--- src/rtl/cpu_pkg.sv ---
// Shared core types: reset vector, memory regions and the fetch entry
// handed from fetch to decode.
package cpu_pkg;

  localparam logic [31:0] RESET_PC    = 32'h9fc0_0000;
  localparam logic [11:0] REGION_BOOT = 12'h9fc;
  localparam logic [11:0] REGION_RAM  = 12'h800;

  typedef struct packed {
    logic [31:0] pc;
    logic [31:0] instr;
    logic        adel;
  } fetch_t;

  function automatic logic addr_ok(input logic [31:0] a);
    return (a[1:0] == 2'b00) &&
           ((a[31:20] == REGION_BOOT) || (a[31:20] == REGION_RAM));
  endfunction

endpackage

--- src/rtl/if_queue.sv ---
// Circular DEPTH-entry queue of fetch entries with flush.
// Push is honoured when not full, or when full and popping.
module if_queue
  import cpu_pkg::*;
#(
  parameter int DEPTH = 2,
  localparam int CW = $clog2(DEPTH + 1)
) (
  input  logic          clk,
  input  logic          rst_n,
  input  logic          push,
  input  fetch_t        din,
  input  logic          pop,
  input  logic          flush,
  output fetch_t        dout,
  output logic [CW-1:0] count,
  output logic          full,
  output logic          empty
);

  localparam int PW = (DEPTH > 1) ? $clog2(DEPTH) : 1;

  fetch_t        mem [DEPTH];
  logic [PW-1:0] rd;
  logic [PW-1:0] wr;
  logic          do_push;
  logic          do_pop;

  function automatic logic [PW-1:0] nxt(input logic [PW-1:0] p);
    return (p == PW'(DEPTH - 1)) ? '0 : p + 1'b1;
  endfunction

  assign full    = (count == CW'(DEPTH));
  assign empty   = (count == '0);
  assign dout    = mem[rd];
  assign do_pop  = pop && !empty;
  assign do_push = push && (!full || do_pop);

  always_ff @(posedge clk or negedge rst_n) begin
    if (!rst_n) begin
      rd    <= '0;
      wr    <= '0;
      count <= '0;
      for (int i = 0; i < DEPTH; i++) mem[i] <= '0;
    end else if (flush) begin
      rd    <= '0;
      wr    <= '0;
      count <= '0;
    end else begin
      if (do_push) begin
        mem[wr] <= din;
        wr      <= nxt(wr);
      end
      if (do_pop) rd <= nxt(rd);
      count <= count + CW'(do_push) - CW'(do_pop);
    end
  end

endmodule

--- src/rtl/if_fetch.sv ---
// Instruction fetch: PC, address check, redirect and a 2-entry queue.
// Optional IF_STAT_EN adds a saturating stall_cnt output.
module if_fetch #(
  parameter logic [31:0] RESET_PC = cpu_pkg::RESET_PC,
  parameter int          DEPTH    = 2
) (
  input  logic        clk,
  input  logic        rst_n,
  output logic [31:0] im_addr,
  input  logic [31:0] im_data,
  input  logic        redirect_valid,
  input  logic [31:0] redirect_pc,
  output logic        out_valid,
  input  logic        out_ready,
  output logic [31:0] out_pc,
  output logic [31:0] out_instr,
  output logic        out_adel
`ifdef IF_STAT_EN
  ,
  output logic [31:0] stall_cnt
`endif
);

  import cpu_pkg::*;

  localparam int CW = $clog2(DEPTH + 1);

  logic [31:0]   pc;
  logic          halted;
  logic          pop;
  logic          fetch_fire;
  logic          ok;
  fetch_t        q_in;
  fetch_t        q_out;
  logic [CW-1:0] count;
  logic          full;
  logic          empty;

  assign im_addr    = pc;
  assign out_valid  = (count != '0);
  assign pop        = out_valid && out_ready;
  assign fetch_fire = !halted && (!full || pop) && !redirect_valid;
  assign ok         = addr_ok(pc);

  always_comb begin
    q_in.pc    = pc;
    q_in.instr = ok ? im_data : 32'h0;
    q_in.adel  = !ok;
  end

  // Empty queue shows zeros, not a stale entry.
  assign out_pc    = empty ? 32'h0 : q_out.pc;
  assign out_instr = empty ? 32'h0 : q_out.instr;
  assign out_adel  = empty ? 1'b0  : q_out.adel;

  if_queue #(.DEPTH(DEPTH)) u_queue (
    .clk   (clk),
    .rst_n (rst_n),
    .push  (fetch_fire),
    .din   (q_in),
    .pop   (pop && !redirect_valid),
    .flush (redirect_valid),
    .dout  (q_out),
    .count (count),
    .full  (full),
    .empty (empty)
  );

  always_ff @(posedge clk or negedge rst_n) begin
    if (!rst_n) begin
      pc     <= RESET_PC;
      halted <= 1'b0;
    end else if (redirect_valid) begin
      pc     <= redirect_pc;
      halted <= 1'b0;
    end else if (fetch_fire) begin
      if (ok) pc     <= pc + 32'd4;
      else    halted <= 1'b1;
    end
  end

`ifdef IF_STAT_EN
  always_ff @(posedge clk or negedge rst_n) begin
    if (!rst_n) begin
      stall_cnt <= '0;
    end else if (!halted && !redirect_valid && !fetch_fire
                 && stall_cnt != 32'hffff_ffff) begin
      stall_cnt <= stall_cnt + 32'd1;
    end
  end
`endif

endmodule

--- config.mk ---
export PLATFORM = sky130hd
export DESIGN_NAME = if_fetch
export DESIGN_NICKNAME = d
export VERILOG_FILES = /design/src/rtl/cpu_pkg.sv /design/src/rtl/if_queue.sv /design/src/rtl/if_fetch.sv
export SDC_FILE = /design/constraint.sdc
export NUM_CORES = 1
export LEC_CHECK = 0
export CELL_PAD_IN_SITES_DETAIL_PLACEMENT = 0
export CELL_PAD_IN_SITES_GLOBAL_PLACEMENT = 2
export CORE_ASPECT_RATIO = 0.9
export CORE_UTILIZATION = 35
export DETAILED_ROUTE_END_ITERATION = 8
export GPL_ROUTABILITY_DRIVEN = 0
export GPL_TIMING_DRIVEN = 0
export PLACE_DENSITY = 0.88
export SLEW_MARGIN = 20
export SYNTH_ARGS = -nofsm -noshare
export SYNTH_HDL_FRONTEND = slang
export SYNTH_SLANG_ARGS = --single-unit
--- constraint.sdc ---
create_clock -name clk -period 3.25 [get_ports clk]
set_input_delay 0.65 -clock clk [delete_from_list [all_inputs] [get_ports clk]]
set_output_delay 0.65 -clock clk [all_outputs]
set_load 0.1 [all_outputs]
# After elaboration in Yosys (flattened, before gate mapping)
# Index checks and enable logic that the tools add are counted.
[totals] in_bits=68 register_bits=167
[classes] magnitude_cmp=3 n_bitwise=3 n_eq_ne=4 n_addsub=5 n_reduce_logical=26 muxes=23
[op_table] cell="2-to-1 mux 65 bit" count=4
[op_table] cell="2-to-1 mux 32 bit" count=6
[op_table] cell="bitwise mux 130 bit" count=1
[op_table] cell="demux 65 bit (select 1 bit)" count=1
[op_table] cell="adder 32 x 3 -> 32 bit, second input constant" count=1
[op_table] cell="equality test 12 bit, second input constant" count=2
[op_table] cell="2-to-1 mux 1 bit" count=10
[op_table] cell="nonzero test 2 bit" count=5
[op_table] cell="logical AND 1 bit" count=8
[op_table] cell="AND reduction 2 bit" count=3
[op_table] cell="logical NOT 1 bit" count=5
[op_table] cell="greater-or-equal comparator 2 bit, second input constant" count=2
[op_table] cell="logical NOT 2 bit" count=2
[op_table] cell="NOT 1 -> 2 bit" count=2
[op_table] cell="logical OR 1 bit" count=3
[op_table] cell="adder 1 bit, second input constant" count=2
[op_table] cell="adder 2 x 1 -> 2 bit" count=1
[op_table] cell="equality test 2 bit, second input constant" count=1
[op_table] cell="less-than comparator 2 x 1 -> 1 bit, second input constant" count=1
[op_table] cell="2-to-1 mux 2 bit" count=1
[op_table] cell="inequality test 2 bit, second input constant" count=1
[op_table] cell="subtractor 2 x 1 -> 2 bit" count=1
[op_table] cell="NOT 1 bit" count=1

# Logic depth before layout (Yosys ltp)
[logic_depth] depth_word=9 depth_mapped=10 mapped_depth_nobuf=10

# Hierarchy
# From an unflattened synthesis, not the netlist that was laid out.
[unflattened] hier_cells=691 hier_area_um2=8937.3
[modules_own_cells] module="if_queue" area_each_um2=6065.8 cells_each=370 seq_area_each_um2=3353.2 n_inst=1
[modules_own_cells] module="if_fetch" area_each_um2=2871.5 cells_each=321 seq_area_each_um2=835.8 n_inst=1

# Least setup slack after synthesis
# No wires, ideal clock.
[synth_timing] path_kind="reg-to-output" start="register u_queue.rd" end="output out_instr[10]" path_slack_ps=87 n_path_buf=3 t_arrival_ps=2513 stages_incl_launch_ff=6 path_cell_list="dfrtp_1 clkbuf_1 buf_2 buf_1 mux2i_1 nor2_1"
[synth_between] elab_chain_cells=5
[synth_rtl] element="start: declaration" line="if_queue.sv:24" source="logic [PW-1:0] rd;"
[synth_rtl] element="start signal: assignment" line="if_queue.sv:54" source="if (do_pop) rd <= nxt(rd);"
[synth_rtl] element="NOT 1 -> 2 bit (not written as such)" line="if_queue.sv:35" source="assign dout = mem[rd];"
[synth_rtl] element="2-to-1 mux 65 bit (not written as such) (3 in series)" line="if_queue.sv:35"
[synth_rtl] element="2-to-1 mux 32 bit" line="if_fetch.sv:53" source="assign out_instr = empty ? 32'h0 : q_out.instr;"
[synth_rtl] element="end: declaration" line="if_fetch.sv:16" source="output logic [31:0] out_instr,"
# Every way passes these cells. The select of a mux whose other input is x is not followed.

# Final worst setup path
[layout_timing] start="register u_queue.rd" end="output out_pc[20]"
[layout_between] elab_chain_cells=5
[layout_rtl] element="NOT 1 -> 2 bit (not written as such)" line="if_queue.sv:35"
[layout_rtl] element="2-to-1 mux 65 bit (not written as such) (3 in series)" line="if_queue.sv:35"
[layout_rtl] element="2-to-1 mux 32 bit" line="if_fetch.sv:52" source="assign out_pc = empty ? 32'h0 : q_out.pc;"
[layout_rtl] element="end: declaration" line="if_fetch.sv:15" source="output logic [31:0] out_pc,"
# Every way passes these cells. The select of a mux whose other input is x is not followed.

==> results.cfg <==
[synth]
syn-num-nets = 833
synth_area_leaders = dfrtp_1 49%, mux2_2 11%, mux2i_1 8.2%
synth_edf_count = 0
synthCells = 762
synth_area_leader_cell = dfrtp_1
synth_flop_cell = dfrtp_1
netlist_area_mm2 = 0.00808
yosys_warnings = 0
synth_top_cell_area_share = 0.492
syn-mean-instance-area_um2 = 10.6
ys_seq_area_frac = 0.518
ys_types = 46
async_flop_share = 1.00
ys_ff_latch = 167

[power_and_ir_drop]
combPwrFrac = 0.360
p_seq_frac = 0.361
internal-power_uw = 4610
p_clk_frac = 0.279
p_sw_frac = 0.390
vdd_drop_max_uv = 390
p_leak_uw = 0.00439
power_density_mw_per_mm2 = 698
switchingPower_uw = 2940

[global_route]
grt_overflow_total = 0
grt_start_max_net_pins = 98
grt_pass1_wl_um = 34500
grt_pass1_vias = 6217
antenna_found_initial = 1
grt_usage = 0.187

[routing]
wl_um = 21100
detail_route.vias_per_cell = 4.79
post_drt_wl_per_cell_um = 16.8
drcViolationCount = 0
drt-initial-drc-count = 240
detail-route-antenna-nets = 0
via_count = 6017
dr.pass1.iters = 4

[run]
drv_cap = 0

[layout]
fin_area_mm2 = 0.0108
nets = 1018
antenna_cells = 0
area_growth_pct = 33.9
mostFrequentLayoutCells = 159 x dfrtp_1, 133 x nand2_1, 99 x clkdlybuf4s50_1, 78 x mux2_2, 72 x nor2_1
nFillCells = 2162
final_common_cell = dfrtp_1
final_cells = 1257
drive_gt1_frac = 0.264

[timing]
post-route-min-period_ns = 3.12
finalMaxSlewViolations = 0
tightest_slew_ns = 1.08
max_freq_mhz = 320
final_hold_viol_count = 0
rsz0062_at_grt = no
setup_slack_ns = 0.128
slew_headroom = 0.284
setup_tns_ns = 0
clock_skew_ns = 0.0106
setup_viol = 0
whs_ns = 0.182
finalCritPeriodShare = 0.961

[critical_path]
cp.arrival_ns = 2.47
start_kind = register
critPathKind = register to output pin
endpoint_kind = output pin
path_max_fanout = 10
crit_required_ns = 2.60

[floorplan]
boundaryPins = 166
die_w_um = 162
start_util = 0.358
core_mm2 = 0.0226
die_h_um = 146
dieArea_mm2 = 0.0237
num_rows = 52

[outcome]
status = finished, final reports clean

[hold_path]
hp-class = input port to asynchronous set/reset pin

[clock_network]
clk_pin_slew_ns = 0.07
clkSinkCount = 167
htreeDepth = 4
tritoncts = yes
cts_hold_buf = 0
clk_path_buf_depth = 2
cts_root_buf = clkbuf_16
clock_latency_ns = 0.42
cts_buffers = 17
cts_setup_buffers = 0

[placed_design]
postPlaceCellArea_mm2 = 0.0101
portBuffers = 165
pre_cts_ws_ns = -0.337
placed_cells = 1225
place_hpwl_um = 14900
## cell type report
class	instances	area, um^2	share of cell area
flip-flops and latches	167	4190	0.387
multi-input cells	511	3430	0.316
repair buffers	166	1750	0.162
clock buffers	22	464	0.0429
plain buffers	80	463	0.0428
well taps	297	372	0.0343
clock inverters	10	145	0.0134
inverters	4	15.0	0.00139
## through the flow
step / power (uW) / util
2_1_floorplan: 4810 / -
3_3_place_gp: 5530 / 0.448
3_5_place_dp: 5550 / 0.449
4_1_cts: 7640 / 0.479
5_1_grt: 7920 / 0.480
6_report: 7560 / 0.480
## cells in the mapped netlist, types with 5 or more instances
cell,count
mux2_2,78
xnor2_1,12
o21ai_1,14
o21ai_0,67
buf_2,14
buf_1,6
nor4_2,6
buf_4,32
dfrtp_1,159
xor2_1,9
mux2i_1,66
nand3_1,5
clkbuf_1,26
nor3_1,8
dfstp_2,8
nand2_1,133
nor2_1,72
## flip-flops by register name, indices dropped and copies added, names as in the netlist
register,count
u_queue.mem,130
im_addr,32
u_queue.count,2
halted,1
u_queue.rd,1
u_queue.wr,1
## power groups by stage
| stage | combinational [uW] | clock, uW | sequential (uW) |
|---|---|---|---|
| 2_1_floorplan | 2120 | 0 | 2690 |
| 3_3_place_gp | 2770 | 0 | 2760 |
| 3_5_place_dp | 2780 | 0 | 2770 |
| 4_1_cts | 2750 | 2160 | 2730 |
| 5_1_grt | 2880 | 2250 | 2790 |
| 6_report | 2720 | 2110 | 2730 |
## critical path, cell delays in order (launching register included)
cell and delay [ns]:
dfrtp_1 0.32, clkbuf_1 0.13, buf_1 0.67, mux2i_1 0.18, nor2_1 0.17, clkdlybuf4s15_2 0.58
## metal layers
| layer | wire length, um | up-vias | GRT usage | share of wire |
|---|---|---|---|---|
| li1 | - | 2923 | - | - |
| met1 | 10200 | 2934 | 0.260 | 0.48 |
| met2 | 9620 | 141 | 0.296 | 0.46 |
| met3 | 1080 | 17 | 0.0429 | 0.051 |
| met4 | 155 | 2 | 0.0415 | 0.0073 |
| met5 | 13 | - | 0 | 0.00062 |
## cells by family after synthesis
| group | after synthesis | synth area share |
|---|---|---|
| AO/OA/AOI/OAI | 90 | 0.0607 |
| multiplexers | 144 | 0.190 |
| buffers and inverters | 84 | 0.0579 |
| flip-flops | 167 | 0.518 |
| XOR/XNOR | 21 | 0.0228 |
| AND/OR/NAND/NOR | 253 | 0.145 |
| adder cells (fa/ha/maj) | 3 | 0.00464 |
## final timing paths
| kind | from | to | slack (ns) | depth (start not counted) |
|---|---|---|---|---|
| worst max-delay path | u_queue.rd$_DFFE_PN0P_ | out_pc[20] | 0.13 | 5 |
| worst min-delay path | rst_n | u_queue.mem[11]$_DFFE_PN0P_ | 0.18 | 1 |
| worst max register to register | u_queue.count[1]$_DFF_PN0_ | u_queue.mem[18]$_DFFE_PN0P_ | 0.88 | 7 |
| worst min register to register | u_queue.mem[28]$_DFFE_PN0P_ | u_queue.mem[28]$_DFFE_PN0P_ | 0.48 | 2 |
| max in group asynchronous | rst_n | im_addr[25]$_DFFE_PN1P_ | 2.16 | 2 |
| min in group clk | u_queue.mem[28]$_DFFE_PN0P_ | u_queue.mem[28]$_DFFE_PN0P_ | 0.48 | 2 |
## repair_timing
action                     4_1_cts  5_1_grt
setup endpoints to repair       65       44
resized for setup              188        8
cloned                           0        0
Note: power is estimated with default switching activity, not from simulation.
